### config.mk
export PLATFORM = sky130hd
export DESIGN_NAME = writeback_scoreboard
export DESIGN_NICKNAME = d
export VERILOG_FILES = /design/src/rtl/cpu_pkg.sv /design/src/rtl/reg_scoreboard.sv /design/src/rtl/writeback_scoreboard.sv
export SDC_FILE = /design/constraint.sdc
export NUM_CORES = 1
export LEC_CHECK = 0
export BUFFER_PORTS_ARGS = -buffer_cell sky130_fd_sc_hd__buf_2
export CORE_ASPECT_RATIO = 1.25
export CORE_MARGIN = 2
export CORE_UTILIZATION = 44
export CTS_CLUSTER_DIAMETER = 60
export DETAILED_ROUTE_END_ITERATION = 6
export HOLD_SLACK_MARGIN = 0.1
export PLACE_DENSITY = 0.72
export SETUP_SLACK_MARGIN = 0.05
export SYNTH_ARGS = -nofsm -noshare
export SYNTH_HDL_FRONTEND = slang
export SYNTH_SLANG_ARGS = --single-unit
### constraint.sdc
create_clock -name Clock -period 2.85 [get_ports Clock]
set_input_delay 0.285 -clock Clock [delete_from_list [all_inputs] [get_ports Clock]]
set_output_delay 0.285 -clock Clock [all_outputs]
set_load 0.02 [all_outputs]
### src/rtl/cpu_pkg.sv
// Shared CPU constants and register-index types used by writeback, the register file and decode.
package cpu_pkg;
  localparam int DataWidth = 24;
  localparam int NumRegs   = 24;
  localparam int AddrWidth = 5;
  localparam int MaxLoads  = 4;
  localparam int PendWidth = $clog2(MaxLoads + 1);

  typedef logic [AddrWidth-1:0] reg_idx_t;
  typedef logic [DataWidth-1:0] reg_data_t;
  typedef logic [PendWidth-1:0] pend_cnt_t;

  function automatic logic idx_in_range(input reg_idx_t idx);
    return int'(idx) < NumRegs;
  endfunction

  // Out-of-range indices read as not-busy instead of indexing past the vector.
  function automatic logic busy_at(input logic [NumRegs-1:0] busy, input reg_idx_t idx);
    logic hit;
    hit = 1'b0;
    for (int i = 0; i < NumRegs; i++) begin
      if (int'(idx) == i) hit = busy[i];
    end
    return hit;
  endfunction
endpackage

### src/rtl/reg_scoreboard.sv
// Per-register busy vector: one set port (issue) and one clear port (commit), registered output.
module reg_scoreboard
  import cpu_pkg::*;
(
  input  logic               Clock,
  input  logic               ResetN,
  input  logic               SetEn,
  input  reg_idx_t           SetIdx,
  input  logic               ClrEn,
  input  reg_idx_t           ClrIdx,
  output logic [NumRegs-1:0] Busy
);
  logic [NumRegs-1:0] set_mask;
  logic [NumRegs-1:0] clr_mask;

  always_comb begin
    set_mask = '0;
    clr_mask = '0;
    for (int i = 0; i < NumRegs; i++) begin
      if (SetEn && int'(SetIdx) == i) set_mask[i] = 1'b1;
      if (ClrEn && int'(ClrIdx) == i) clr_mask[i] = 1'b1;
    end
  end

  always_ff @(posedge Clock or negedge ResetN) begin
    if (!ResetN) Busy <= '0;
    else         Busy <= (Busy & ~clr_mask) | set_mask;
  end
endmodule

### src/rtl/writeback_scoreboard.sv
// Writeback stage: arbitrates ALU and load results into one registered register-file write port,
// tracking busy destinations and outstanding loads so decode can stall.
module writeback_scoreboard
  import cpu_pkg::*;
(
  input  logic                 Clock,
  input  logic                 ResetN,
  input  logic                 IssueValid,
  input  logic [AddrWidth-1:0] IssueRD,
  input  logic                 IssueIsLoad,
  output logic                 IssueReady,
  input  logic                 AluValid,
  input  logic [AddrWidth-1:0] AluRD,
  input  logic [DataWidth-1:0] AluResult,
  input  logic                 MemValid,
  input  logic [AddrWidth-1:0] MemRD,
  input  logic [DataWidth-1:0] MemData,
  output logic                 MemReady,
  output logic [AddrWidth-1:0] RD,
  output logic [DataWidth-1:0] WriteData,
  output logic                 RegWrite,
  output logic [NumRegs-1:0]   Busy,
  output logic                 Error
);
  // Handshakes: a transfer happens in a cycle where valid && ready are both high at the rising
  // edge; ready never depends on the same channel's valid, and a stalled source holds its payload.
  pend_cnt_t pending;
  logic      issue_in_range, loads_full, issue_fire, mem_fire;
  logic      res_take, res_ok, err_set, pend_inc, pend_dec;
  reg_idx_t  res_rd;
  reg_data_t res_data;

  always_comb begin
    issue_in_range = idx_in_range(IssueRD);
    loads_full     = (pending == pend_cnt_t'(MaxLoads));
    IssueReady     = issue_in_range ? (!busy_at(Busy, IssueRD) && !(IssueIsLoad && loads_full))
                                    : 1'b1;
    MemReady       = !AluValid;
    issue_fire     = IssueValid && IssueReady;
    mem_fire       = MemValid && MemReady;

    res_take = AluValid || mem_fire;
    res_rd   = AluValid ? AluRD : MemRD;
    res_data = AluValid ? AluResult : MemData;
    // A load result with no load outstanding is a protocol error even if its register is busy.
    res_ok   = res_take && idx_in_range(res_rd) && busy_at(Busy, res_rd)
               && (AluValid || pending != '0);

    err_set  = (issue_fire && !issue_in_range) || (res_take && !res_ok);
    pend_inc = issue_fire && issue_in_range && IssueIsLoad;
    pend_dec = mem_fire && pending != '0;
  end

  always_ff @(posedge Clock or negedge ResetN) begin
    if (!ResetN) begin
      pending <= '0;
    end else if (pend_inc && !pend_dec) begin
      pending <= pending + pend_cnt_t'(1);
    end else if (pend_dec && !pend_inc) begin
      pending <= pending - pend_cnt_t'(1);
    end
  end

  always_ff @(posedge Clock or negedge ResetN) begin
    if (!ResetN) begin
      RD        <= '0;
      WriteData <= '0;
      RegWrite  <= 1'b0;
    end else begin
      RegWrite <= res_ok;
      if (res_ok) begin
        RD        <= res_rd;
        WriteData <= res_data;
      end
    end
  end

  always_ff @(posedge Clock or negedge ResetN) begin
    if (!ResetN)      Error <= 1'b0;
    else if (err_set) Error <= 1'b1;
  end

  reg_scoreboard u_reg_scoreboard (
    .Clock  (Clock),
    .ResetN (ResetN),
    .SetEn  (issue_fire && issue_in_range),
    .SetIdx (IssueRD),
    .ClrEn  (res_ok),
    .ClrIdx (res_rd),
    .Busy   (Busy)
  );
endmodule
# Yosys cells after proc, flatten, opt, wreduce, memory -nomap -nowiden
# Cells that the tools add are included.
[totals]
word_cells = 237
ff_bits = 58
output_inout_bits = 57
latch_bits = 0
memories = 0
ramBits = 0
rom_bits = 0
[op_classes]
n_eq_ne = 47
n_lt_le_gt_ge = 2
n_div = 0
add_sub_neg = 2
n_shift = 0
reduce_logical = 76
mux = 101
multipliers = 0
n_bitwise = 3
[op_table]
columns = ["op", "count"]
rows = [
  ["$eq 5x5->1 const B", 32],
  ["$mux 1", 97],
  ["$logic_and 1x1->1", 62],
  ["$eq 5x4->1 const B", 8],
  ["$and 24x24->24", 1],
  ["$mux 24", 1],
  ["$not 24->24", 1],
  ["$or 24x24->24", 1],
  ["$eq 5x3->1 const B", 4],
  ["$eq 5x2->1 const B", 2],
  ["$logic_not 5->1", 2],
  ["$lt 5x5->1 const B", 2],
  ["$logic_not 1->1", 7],
  ["$mux 3", 2],
  ["$mux 5", 1],
  ["$add 3x1->3 const B", 1],
  ["$eq 3x3->1 const B", 1],
  ["$logic_or 1x1->1", 3],
  ["$reduce_bool 3->1", 1],
  ["$sub 3x1->3 const B", 1],
  ["$reduce_bool 2->1", 1],
]

# Depth between registers and ports, before layout
# Gate-level depths: netlist (run 1).
[depth]
ltp_word = 35
depth_mapped = 15
mapped_depth_nobuf = 12

# By module
# From an unflattened synthesis (run 1), not the netlist that was laid out.
[unflattened]
cells_unflattened = 355
hier_area_um2 = 3633.5
[modules_own_cells]
columns = ["mod", "n_inst", "area_each_um2", "cells_per_inst", "seq_area_each_um2"]
rows = [
  ["writeback_scoreboard", 1, 2612.5, 257, 850.8],
  ["reg_scoreboard", 1, 1021.0, 98, 600.6],
]

# Least setup slack after synthesis (run 1)
# No wires, ideal clock.
[synth_timing]
path_kind = "in2reg"
start = "in IssueRD[0]"
end = "reg pending[2]"
setup_time_ps = 79
t_required_ps = 2771
cell_stages = 15
setup_slack_ps = -389
arrival_time_ps = 3159
cell_sequence = "clkbuf_1 clkbuf_1 nor2_1 a22oi_1 o22ai_1 nor4_1 o2bb2ai_1 clkbuf_1 and3_1 ha_1 inv_1 fa_1 xor2_1 nor2_1 xor2_1"
[synth_between]
elab_chain_cells = 34
word_cells_on_any_way = 60
classes_between = "1 x order compare; 23 x eq/ne; 26 x mux; 10 x reduce/logical"
[synth_rtl]
columns = ["element", "line_no", "source"]
rows = [
  ["start: declaration", "writeback_scoreboard.sv:9", "input logic [AddrWidth-1:0] IssueRD,"],
  ["$logic_not 5->1", "cpu_pkg.sv:22", "if (int'(idx) == i) hit = busy[i];"],
  ["$mux 1 (24 in a row)", "cpu_pkg.sv:22", ""],
  ["$logic_not 1->1", "writeback_scoreboard.sv:36", "IssueReady = issue_in_range ? (!busy_at(Busy, IssueRD) && !(IssueIsLoad && loads_full))"],
  ["$logic_and 1x1->1", "writeback_scoreboard.sv:36", ""],
  ["$mux 1", "writeback_scoreboard.sv:36", ""],
  ["$logic_and 1x1->1", "writeback_scoreboard.sv:39", "issue_fire = IssueValid && IssueReady;"],
  ["$logic_and 1x1->1 * (2 in a row)", "writeback_scoreboard.sv:50", "pend_inc = issue_fire && issue_in_range && IssueIsLoad;"],
  ["$logic_not 1->1", "writeback_scoreboard.sv:59", "end else if (pend_dec && !pend_inc) begin"],
  ["$logic_and 1x1->1", "writeback_scoreboard.sv:59", ""],
  ["$reduce_bool 2->1 (no line)", "n/a", ""],
  ["end signal: assignment", "writeback_scoreboard.sv:58", "pending <= pending + pend_cnt_t'(1);"],
  ["end signal: assignment", "writeback_scoreboard.sv:60", "pending <= pending - pend_cnt_t'(1);"],
  ["end: declaration", "writeback_scoreboard.sv:27", "pend_cnt_t pending;"],
]
# Every way passes the cells marked *; elsewhere a longest branch is shown, timed or not.
# A chain may end at the register's enable or synchronous reset.

# Worst setup path in the final report (run 1)
[layout_timing]
start = "reg u_reg_scoreboard.Busy[16]"
end = "reg pending[2]"
[layout_between]
elab_chain_cells = 17
word_cells_on_any_way = 19
classes_between = "10 x mux; 9 x reduce/logical"
[layout_rtl]
columns = ["element", "line_no", "source"]
rows = [
  ["start: declaration", "reg_scoreboard.sv:11", "output logic [NumRegs-1:0] Busy"],
  ["start signal: assignment", "reg_scoreboard.sv:27", "else Busy <= (Busy & ~clr_mask) | set_mask;"],
  ["$mux 1 * (8 in a row)", "cpu_pkg.sv:22", ""],
  ["$logic_not 1->1 *", "writeback_scoreboard.sv:36", ""],
  ["$logic_and 1x1->1 *", "writeback_scoreboard.sv:36", ""],
  ["$mux 1 *", "writeback_scoreboard.sv:36", ""],
  ["$logic_and 1x1->1 *", "writeback_scoreboard.sv:39", ""],
  ["$logic_and 1x1->1 * (2 in a row)", "writeback_scoreboard.sv:50", ""],
  ["$logic_not 1->1", "writeback_scoreboard.sv:59", ""],
  ["$logic_and 1x1->1", "writeback_scoreboard.sv:59", ""],
  ["$reduce_bool 2->1 (no line)", "n/a", ""],
]
# Marked as above.

==> impl_results.md, run 1 <==
- Max-slew violations: 0
- Result of the run: complete, no violations
- Detailed Routing Iterations Pass 1: 6
- Slack of the critical path: 0.164 ns
- Number of remaining DRC errors: 0
- Top Family by Delay on Critical Path: simple AND/OR/NAND/NOR gates
- Critical R2R Capture: pending[2]$_DFFE_PN0P_
- Total via count after detailed routing: 4,070
- Sink Count: 58
- Remaining global-route overflow: 0
- Largest net degree at the start of global routing: 41
- WS Path Type: flip-flop to flip-flop
- Number of synthesized flops with an enable pin: 0
- Initial core utilization: 45.8%
- # H-tree levels: 3
- Clock insertion delay at the later pin of the skew report: 0.36 ns
- Fraction of the yosys area taken by sequential cells: between 30% and 40%
- Total number of nets in the final design: 645
- Detailed Route Iter0 Violations: 273
- Tcrit/Tclk final: 94.2%
- Cell count after synthesis: 395
- Worst Path Arrival: roughly 3.0 ns
- Crit-path most repeated cell: sky130_fd_sc_hd__xor2_1
- Instance count on the critical path: 12
- Cell area after placement: 5190 sq um
- Routed vias/inst: ~5.8
- Worst Setup SP: u_reg_scoreboard.Busy[16]$_DFF_PN0_
- IO buf count: 125
- GPL Wtd Cong: 0.952
- Yosys cell types: 70
- Average footprint of a synthesized cell: 10.2 sq um
- Critical path endpoint category: flip-flop
- Reg2reg setup slack: 0.16 ns
- Total die area: approximately 10000 sq um
- Most used flip-flop cell after synthesis: sky130_fd_sc_hd__dfrtp_1
- Min-delay src: IssueValid
- Reg2reg path depth: 12
- Area of all placed cells without fillers: ~5400 sq um
- Sum of net half-perimeters after detailed placement: 10,100 um
- Final setup skew: about 0.011 ns
- Number of buffers added by the clock tree synthesis step: 9
- Setup TNS Final: 0 ns
- Global-route wire length before repair: 20,600 um
- CP Max Fanout: 3
- I/O pin cnt: approximately 130
- Final hold violations: 0
- Die Wd: 89.4 um
- # Max-Cap Violations: 0
- Delay of the slowest cell on the worst path: 0.43 ns
- Total routed wirelength: approximately 13,000 um
- Startpoint types: flip-flop
- Data required time at the worst endpoint: 3.13 ns
- Largest cells by area after synthesis: sky130_fd_sc_hd__dfrtp_1, sky130_fd_sc_hd__mux2_2, sky130_fd_sc_hd__mux2_4
- Antenna violation net count after detailed routing: 0
- Static leakage: 2.44 nW
- CTS clk-pin slew, worst paths: 0.07 ns
- Buffering stage count on the worst path with inverters included: 1
- # setup viols final: 0
- Worst setup path endpoint: pending[2]$_DFFE_PN0P_
- Top-area cell type share of the netlist area: 36.2%
- Core area: roughly 8700 sq um
- Pwr/cell area: 769 nW/um^2
- Clock tree from TritonCTS: yes
- Antenna diode count: 0
- Seq cells post-synth: 58
- Relative area change from synthesis to final layout: 35.2%
- Total of warnings raised by yosys: 0
- Share of layout cells above drive strength 1: 51.1%
- Maximum root-to-sink buffer count: 2
- Worst min-delay path class: primary input to flip-flop
- Slew HR: between 50% and 60%
- Antenna violations before repair: 0
- Post-route worst hold slack: 0.200 ns
- Pin slew with the least headroom to its limit: 0.601 ns
- CP max-delay cell: sky130_fd_sc_hd__dfrtp_2
- Unrepaired setup endpoints after global routing: false
- Netlist area before placement: 4010 sq um
- Startpoint of the worst-slack reg-to-reg timing path: u_reg_scoreboard.Busy[16]$_DFF_PN0_
- Y dimension of the die: 111 um
- Clock root cell: sky130_fd_sc_hd__clkbuf_8
- Detail-routed net length per standard cell: 18.6 um
- Worst-path cell chain: mux2_2, a21oi_1, a311oi_1, nor4_4, o2bb2ai_4, and3_1, ha_2, inv_1, fa_2, xor2_1, nor2_1, xor2_1
- Max rail drop VDD: between 0.4 and 0.5 mV
- Row count: 38
- Async S/R FF share, synth: 100%
- Worst setup timing slack at the placement stage: -0.106 ns
- Number of nets in the synthesized netlist: roughly 470
- Fmax: 372 MHz
- Vias in the first global route: between 4k and 5k
- Total GRT Usage: 27.0%
- Minimum clock period after layout: around 2.7 ns
- Cell accounting for the most synthesized area: sky130_fd_sc_hd__dfrtp_1
==> worst min path at each step <==
stage	end	cells past startpoint	slack (ns)
4_1_cts	Error$_DFFE_PN0P_	3	0.19
6_report	Error$_DFFE_PN0P_	3	0.20
3_5_place_dp	pending[2]$_DFFE_PN0P_	1	0.25
5_1_grt	Error$_DFFE_PN0P_	3	0.23
2_1_floorplan	Error$_DFFE_PN0P_	0	-0.01
3_3_place_gp	pending[2]$_DFFE_PN0P_	1	0.24
==> where the power goes <==
| group | total, mW | internal [mW] | switching, mW |
|---|---|---|---|
| clock network | 0.692 | 0.338 | 0.354 |
| registers | 1.49 | 1.18 | 0.306 |
| logic | 1.99 | 0.919 | 1.07 |
==> layout make-up <==
| cell class | instances | area (sq um) |
|---|---|---|
| Clock buffer | 10 | 138 |
| Multi-Input combinational cell | 299 | 2410 |
| Tap cell | 120 | 150 |
| Clock inverter | 6 | 41.3 |
| Fill cell | 766 | 3330 |
| Inverter | 14 | 52.6 |
| Sequential cell | 58 | 1460 |
| Timing Repair Buffer | 192 | 1170 |
==> registers in the layout (all words and copies together) (netlist names) <==
signal	flops
Error	1
WriteData	24
pending	3
RD	5
RegWrite	1
u_reg_scoreboard.Busy	24
==> cell usage in the layout (no fill, tap or decap), types with 3 or more instances in the layout <==
cell	Yosys	routed
sky130_fd_sc_hd__buf_2	3	125
sky130_fd_sc_hd__buf_4	2	63
sky130_fd_sc_hd__dfrtp_1	58	52
sky130_fd_sc_hd__mux2_2	38	38
sky130_fd_sc_hd__a31oi_1	27	27
sky130_fd_sc_hd__o21ai_0	24	24
sky130_fd_sc_hd__mux2_4	24	24
sky130_fd_sc_hd__nor2_1	19	19
sky130_fd_sc_hd__a21oi_1	18	18
sky130_fd_sc_hd__nand3_1	15	15
sky130_fd_sc_hd__inv_1	14	14
sky130_fd_sc_hd__nand2_1	12	12
sky130_fd_sc_hd__nand2b_1	11	11
sky130_fd_sc_hd__clkbuf_8	0	10
sky130_fd_sc_hd__nor3_1	9	8
sky130_fd_sc_hd__nor2b_1	7	7
sky130_fd_sc_hd__nand3b_1	6	6
sky130_fd_sc_hd__o41ai_1	6	6
sky130_fd_sc_hd__dfrtp_2	0	6
sky130_fd_sc_hd__a32o_1	5	5
sky130_fd_sc_hd__o211ai_1	5	5
sky130_fd_sc_hd__a32oi_1	4	4
sky130_fd_sc_hd__o22ai_1	4	4
sky130_fd_sc_hd__and2_1	3	3
sky130_fd_sc_hd__a21boi_0	4	3
sky130_fd_sc_hd__a21o_1	3	3
sky130_fd_sc_hd__clkinvlp_4	0	3
sky130_fd_sc_hd__buf_12	2	3
==> stage by stage <==
| stage | power, mW | utilization (%) | instances |
|---|---|---|---|
| floorplan | 2.67 | - | 395 |
| global placement | 3.39 | 59.4 | 679 |
| detailed placement | 3.44 | 59.4 | 679 |
| CTS | 4.14 | 61.6 | 696 |
| global route | 4.39 | 62.0 | 699 |
| finish | 4.17 | 62.0 | 699 |
==> worst min-delay path: cells and delay by family <==
family,cells,cell delay [ns]
compound gates,2,0.13
buf+inv,1,0.09
==> metal layers <==
| metal | track usage, % | vias to the layer above | part of all wire [%] |
|---|---|---|---|
| met5 | 0 | - | 0 |
| met4 | 10.1 | 0 | 2.9 |
| met3 | 5.96 | 39 | 7.6 |
| met2 | 43.7 | 202 | 50 |
| met1 | 34.6 | 1961 | 40 |
| li1 | - | 1868 | - |
==> cell families after synthesis <==
| kind of cell | after synthesis | share of synthesized area [%] |
|---|---|---|
| muxes | 64 | 20.2 |
| and+or+nand+nor | 103 | 14.5 |
| AOI/OAI and AO/OA | 127 | 22.3 |
| DFF | 58 | 36.2 |
| buffers and inverters | 38 | 5.40 |
| adders and majority gates | 2 | 0.811 |
| xor gates and xnor gates | 3 | 0.655 |
==> cell usage after synthesis, types with 3 or more instances <==
library cell	count
sky130_fd_sc_hd__dfrtp_1	58
sky130_fd_sc_hd__mux2_2	38
sky130_fd_sc_hd__a31oi_1	27
sky130_fd_sc_hd__mux2_4	24
sky130_fd_sc_hd__o21ai_0	24
sky130_fd_sc_hd__nor2_1	19
sky130_fd_sc_hd__a21oi_1	18
sky130_fd_sc_hd__nand3_1	15
sky130_fd_sc_hd__inv_1	14
sky130_fd_sc_hd__clkbuf_1	12
sky130_fd_sc_hd__nand2_1	12
sky130_fd_sc_hd__nand2b_1	11
sky130_fd_sc_hd__nor3_1	9
sky130_fd_sc_hd__nor2b_1	7
sky130_fd_sc_hd__nand3b_1	6
sky130_fd_sc_hd__o41ai_1	6
sky130_fd_sc_hd__a32o_1	5
sky130_fd_sc_hd__o211ai_1	5
sky130_fd_sc_hd__a21boi_0	4
sky130_fd_sc_hd__a32oi_1	4
sky130_fd_sc_hd__buf_6	4
sky130_fd_sc_hd__o22ai_1	4
sky130_fd_sc_hd__a21o_1	3
sky130_fd_sc_hd__and2_1	3
sky130_fd_sc_hd__buf_2	3
==> repair_timing <==
action	CTS	global route
pin swaps	0	2
buffers inserted	0	3
endpoints found under the hold margin	18	0
hold buffers	1	0
resized for setup	1	4
setup endpoints to repair	30	2
Power figures use the tool's default switching activity.
==> run 2, diff against run 1 <==
--- a/config.mk
+++ b/config.mk
@@ -14,3 +14,3 @@
 export HOLD_SLACK_MARGIN = 0.1
-export PLACE_DENSITY = 0.72
+export PLACE_DENSITY = 0.69
 export SETUP_SLACK_MARGIN = 0.05
==> constraint.sdc (replaced) <==
create_clock -name Clock -period 2.55 [get_ports Clock]
set_input_delay 0.255 -clock Clock [delete_from_list [all_inputs] [get_ports Clock]]
set_output_delay 0.255 -clock Clock [all_outputs]
set_load 0.05 [all_outputs]
==> impl_results.md, run 2 (same netlist as run 1, synthesis figures left out) <==
- Result of the run: complete, but fails checks
- Violations in the final reports: negative setup slack
- Relative area change from synthesis to final layout: 50.3%
- Register Area: around 1500 sq um
- # H-tree levels: 3
- Total GRT Usage: 28.6%
- Met3 routed wirelength: 717 um
- Worst-path cell chain: buf_12, nand3b_1, a21oi_2, a211o_1, a222oi_1, nor3_1, or4_4, buf_12, mux2_4
- I/O pin cnt: 126
- Maximum root-to-sink buffer count: 2
- Global-route wire length before repair: 21,600 um
- Number of buffers added by the clock tree synthesis step: 9
- Detailed Routing Iterations Pass 1: 5
- Core area: 8750 sq um
- Crit-path most repeated cell: sky130_fd_sc_hd__buf_12
- Share of layout cells above drive strength 1: between 50% and 60%
- CTS clk-pin slew, worst paths: 0.07 ns
- Critical R2R Capture: WriteData[0]$_DFFE_PN0N_
- CP max-delay cell: sky130_fd_sc_hd__or4_4
- Worst setup path endpoint: WriteData[0]$_DFFE_PN0N_
- Top metal layer carrying routed signals: met4
- # Max-Cap Violations: 0
- Vias in the first global route: between 4k and 5k
- Total number of nets in the final design: 698
- Instance count on the critical path: 9
- Unrepaired setup endpoints after global routing: true
- Static leakage: 2.74 nW
- Startpoint types: flip-flop
- Area of combinational cells with multiple inputs: 2580 sq um
- Die Wd: 89.4 um
- Reg2reg setup slack: -0.13 ns
- Antenna diode count: 0
- Routed vias/inst: 5.76
- Reg2reg path depth: 9
- Buffering stage count on the worst path with inverters included: 2
- Detail-routed net length per standard cell: around 19 um
- Clock root cell: sky130_fd_sc_hd__clkbuf_8
- Most common library cell in the layout ignoring fill and taps: sky130_fd_sc_hd__buf_2
- Cell area after placement: approximately 5500 sq um
- GPL Wtd Cong: 0.971
- Worst Setup SP: u_reg_scoreboard.Busy[9]$_DFF_PN0_
- Remaining global-route overflow: 0
- Minimum clock period after layout: 2.68 ns
- Fmax: 373 MHz
- Critical path endpoint category: flip-flop
- Clock tree from TritonCTS: yes
- PnR Total Power: 5.89 mW
- Highest-count cells in the layout ignoring fill and taps: sky130_fd_sc_hd__buf_2, sky130_fd_sc_hd__buf_4, sky130_fd_sc_hd__dfrtp_1, sky130_fd_sc_hd__mux2_2, sky130_fd_sc_hd__mux2_4
- Total via count after detailed routing: roughly 4.3k
- Tcrit/Tclk final: 105%
- Row count: 38
- Number of remaining DRC errors: 0
- Total routed wirelength: 14,300 um
- Y dimension of the die: about 110 um
- Clock insertion delay at the later pin of the skew report: 0.35 ns
- Largest net degree at the start of global routing: 23
- Antenna violation net count after detailed routing: 0
- Detailed-routed wire length on met2: between 7000 and 8000 um
- CP Max Fanout: 17
- IO buf count: 125
- Fill cells: 721
- Slew HR: between 60% and 70%
- Antenna violations before repair: 0
- Final hold violations: 0
- Worst Path Arrival: a little under 3 ns
- Worst min-delay path class: primary input to flip-flop
- Initial core utilization: 45.8%
- Total die area: 9900 sq um
- Detailed Route Iter0 Violations: 296
- Pwr/cell area: 977 nW/um^2
- Delay of the slowest cell on the worst path: between 0.5 and 0.6 ns
- Post-route worst hold slack: 0.166 ns
- Final setup skew: approximately 0.012 ns
- Max rail drop VDD: 0.757 mV
- # setup viols final: 42
- Top Family by Delay on Critical Path: simple AND/OR/NAND/NOR gates
- Sink Count: just under 60
- Startpoint of the worst-slack reg-to-reg timing path: u_reg_scoreboard.Busy[9]$_DFF_PN0_
- Top flop regs: WriteData x24, u_reg_scoreboard.Busy x24, RD x5
- Sum of net half-perimeters after detailed placement: 10,800 um
- Max-slew violations: 0
- WS Path Type: flip-flop to flip-flop
- Data required time at the worst endpoint: 2.78 ns
- Detailed-routing wirelength on met1: 5660 um
- Pin slew with the least headroom to its limit: 0.541 ns
- Slack of the critical path: -0.127 ns
- Area of all placed cells without fillers: 6030 sq um
## run 2: cell count changes in the layout (fill, tap and decap cells not counted), sizes merged
cell | previous run | this run
buf | 191 | 243
clkinv | 2 | 4
inv | 15 | 14
clkinvlp | 3 | 2
## run 2: layout make-up
cell class	instances	share of cell area, %
Sequential cell	58	24.3
Clock buffer	9	2.05
Inverter	14	0.872
Timing Repair Buffer	245	26.9
Multi-Input combinational cell	299	42.8
Tap cell	120	2.49
Clock inverter	6	0.581
## run 2: what timing repair did
item                                    4_1_cts  5_1_grt
resized for setup                             8       31
endpoints found under the hold margin        15        0
cloned                                        0        1
pin swaps                                     8       26
hold buffers                                  1        0
endpoints found under the setup margin       48       49
buffers inserted                              6        6
## run 2: worst reg2reg max path: cells and delay by family (launching register included)
| kind | cells | cell delay [ns] |
|---|---|---|
| and+or+nand+nor | 3 | 0.79 |
| AOI/OAI and AO/OA | 3 | 0.69 |
| DFF | 1 | 0.43 |
| buffers and inverters | 2 | 0.35 |
| muxes | 1 | 0.31 |
## run 2: how the worst min path moves through the flow
stage	startpoint	end	cells after the start
2_1_floorplan	ResetN	Error$_DFFE_PN0P_	0
3_3_place_gp	ResetN	pending[2]$_DFFE_PN0P_	1
3_5_place_dp	ResetN	Error$_DFFE_PN0P_	1
4_1_cts	IssueValid	Error$_DFFE_PN0P_	3
5_1_grt	IssueValid	Error$_DFFE_PN0P_	3
6_report	IssueValid	Error$_DFFE_PN0P_	3
## run 2: stage by stage
step / TNS [ns] / setup slack [ns] / cells / util [%]
after floorplan: -5.55 / -0.308 / 395 / -
after global placement: -9.32 / -0.262 / 722 / 63.0
after detailed placement: -13.10 / -0.402 / 722 / 63.0
after CTS: -0.109 / -0.0638 / 744 / 66.0
after global routing: -5.65 / -0.195 / 751 / 68.9
final: -3.31 / -0.127 / 751 / 68.9
## run 2: report_power, final
| part | leakage [nW] | internal [mW] | switching (mW) |
|---|---|---|---|
| combinational | 1.98 | 1.28 | 2.29 |
| clock | 0.0806 | 0.339 | 0.384 |
| sequential | 0.674 | 1.32 | 0.279 |
| total | 2.74 | 2.94 | 2.95 |
## run 2: metal layers
| metal | vias to the layer above | GRT usage (%) |
|---|---|---|
| met1 | 2117 | 36.1 |
| met5 | - | 0 |
| li1 | 1988 | - |
| met4 | 0 | 12.7 |
| met2 | 179 | 47.6 |
| met3 | 41 | 4.02 |
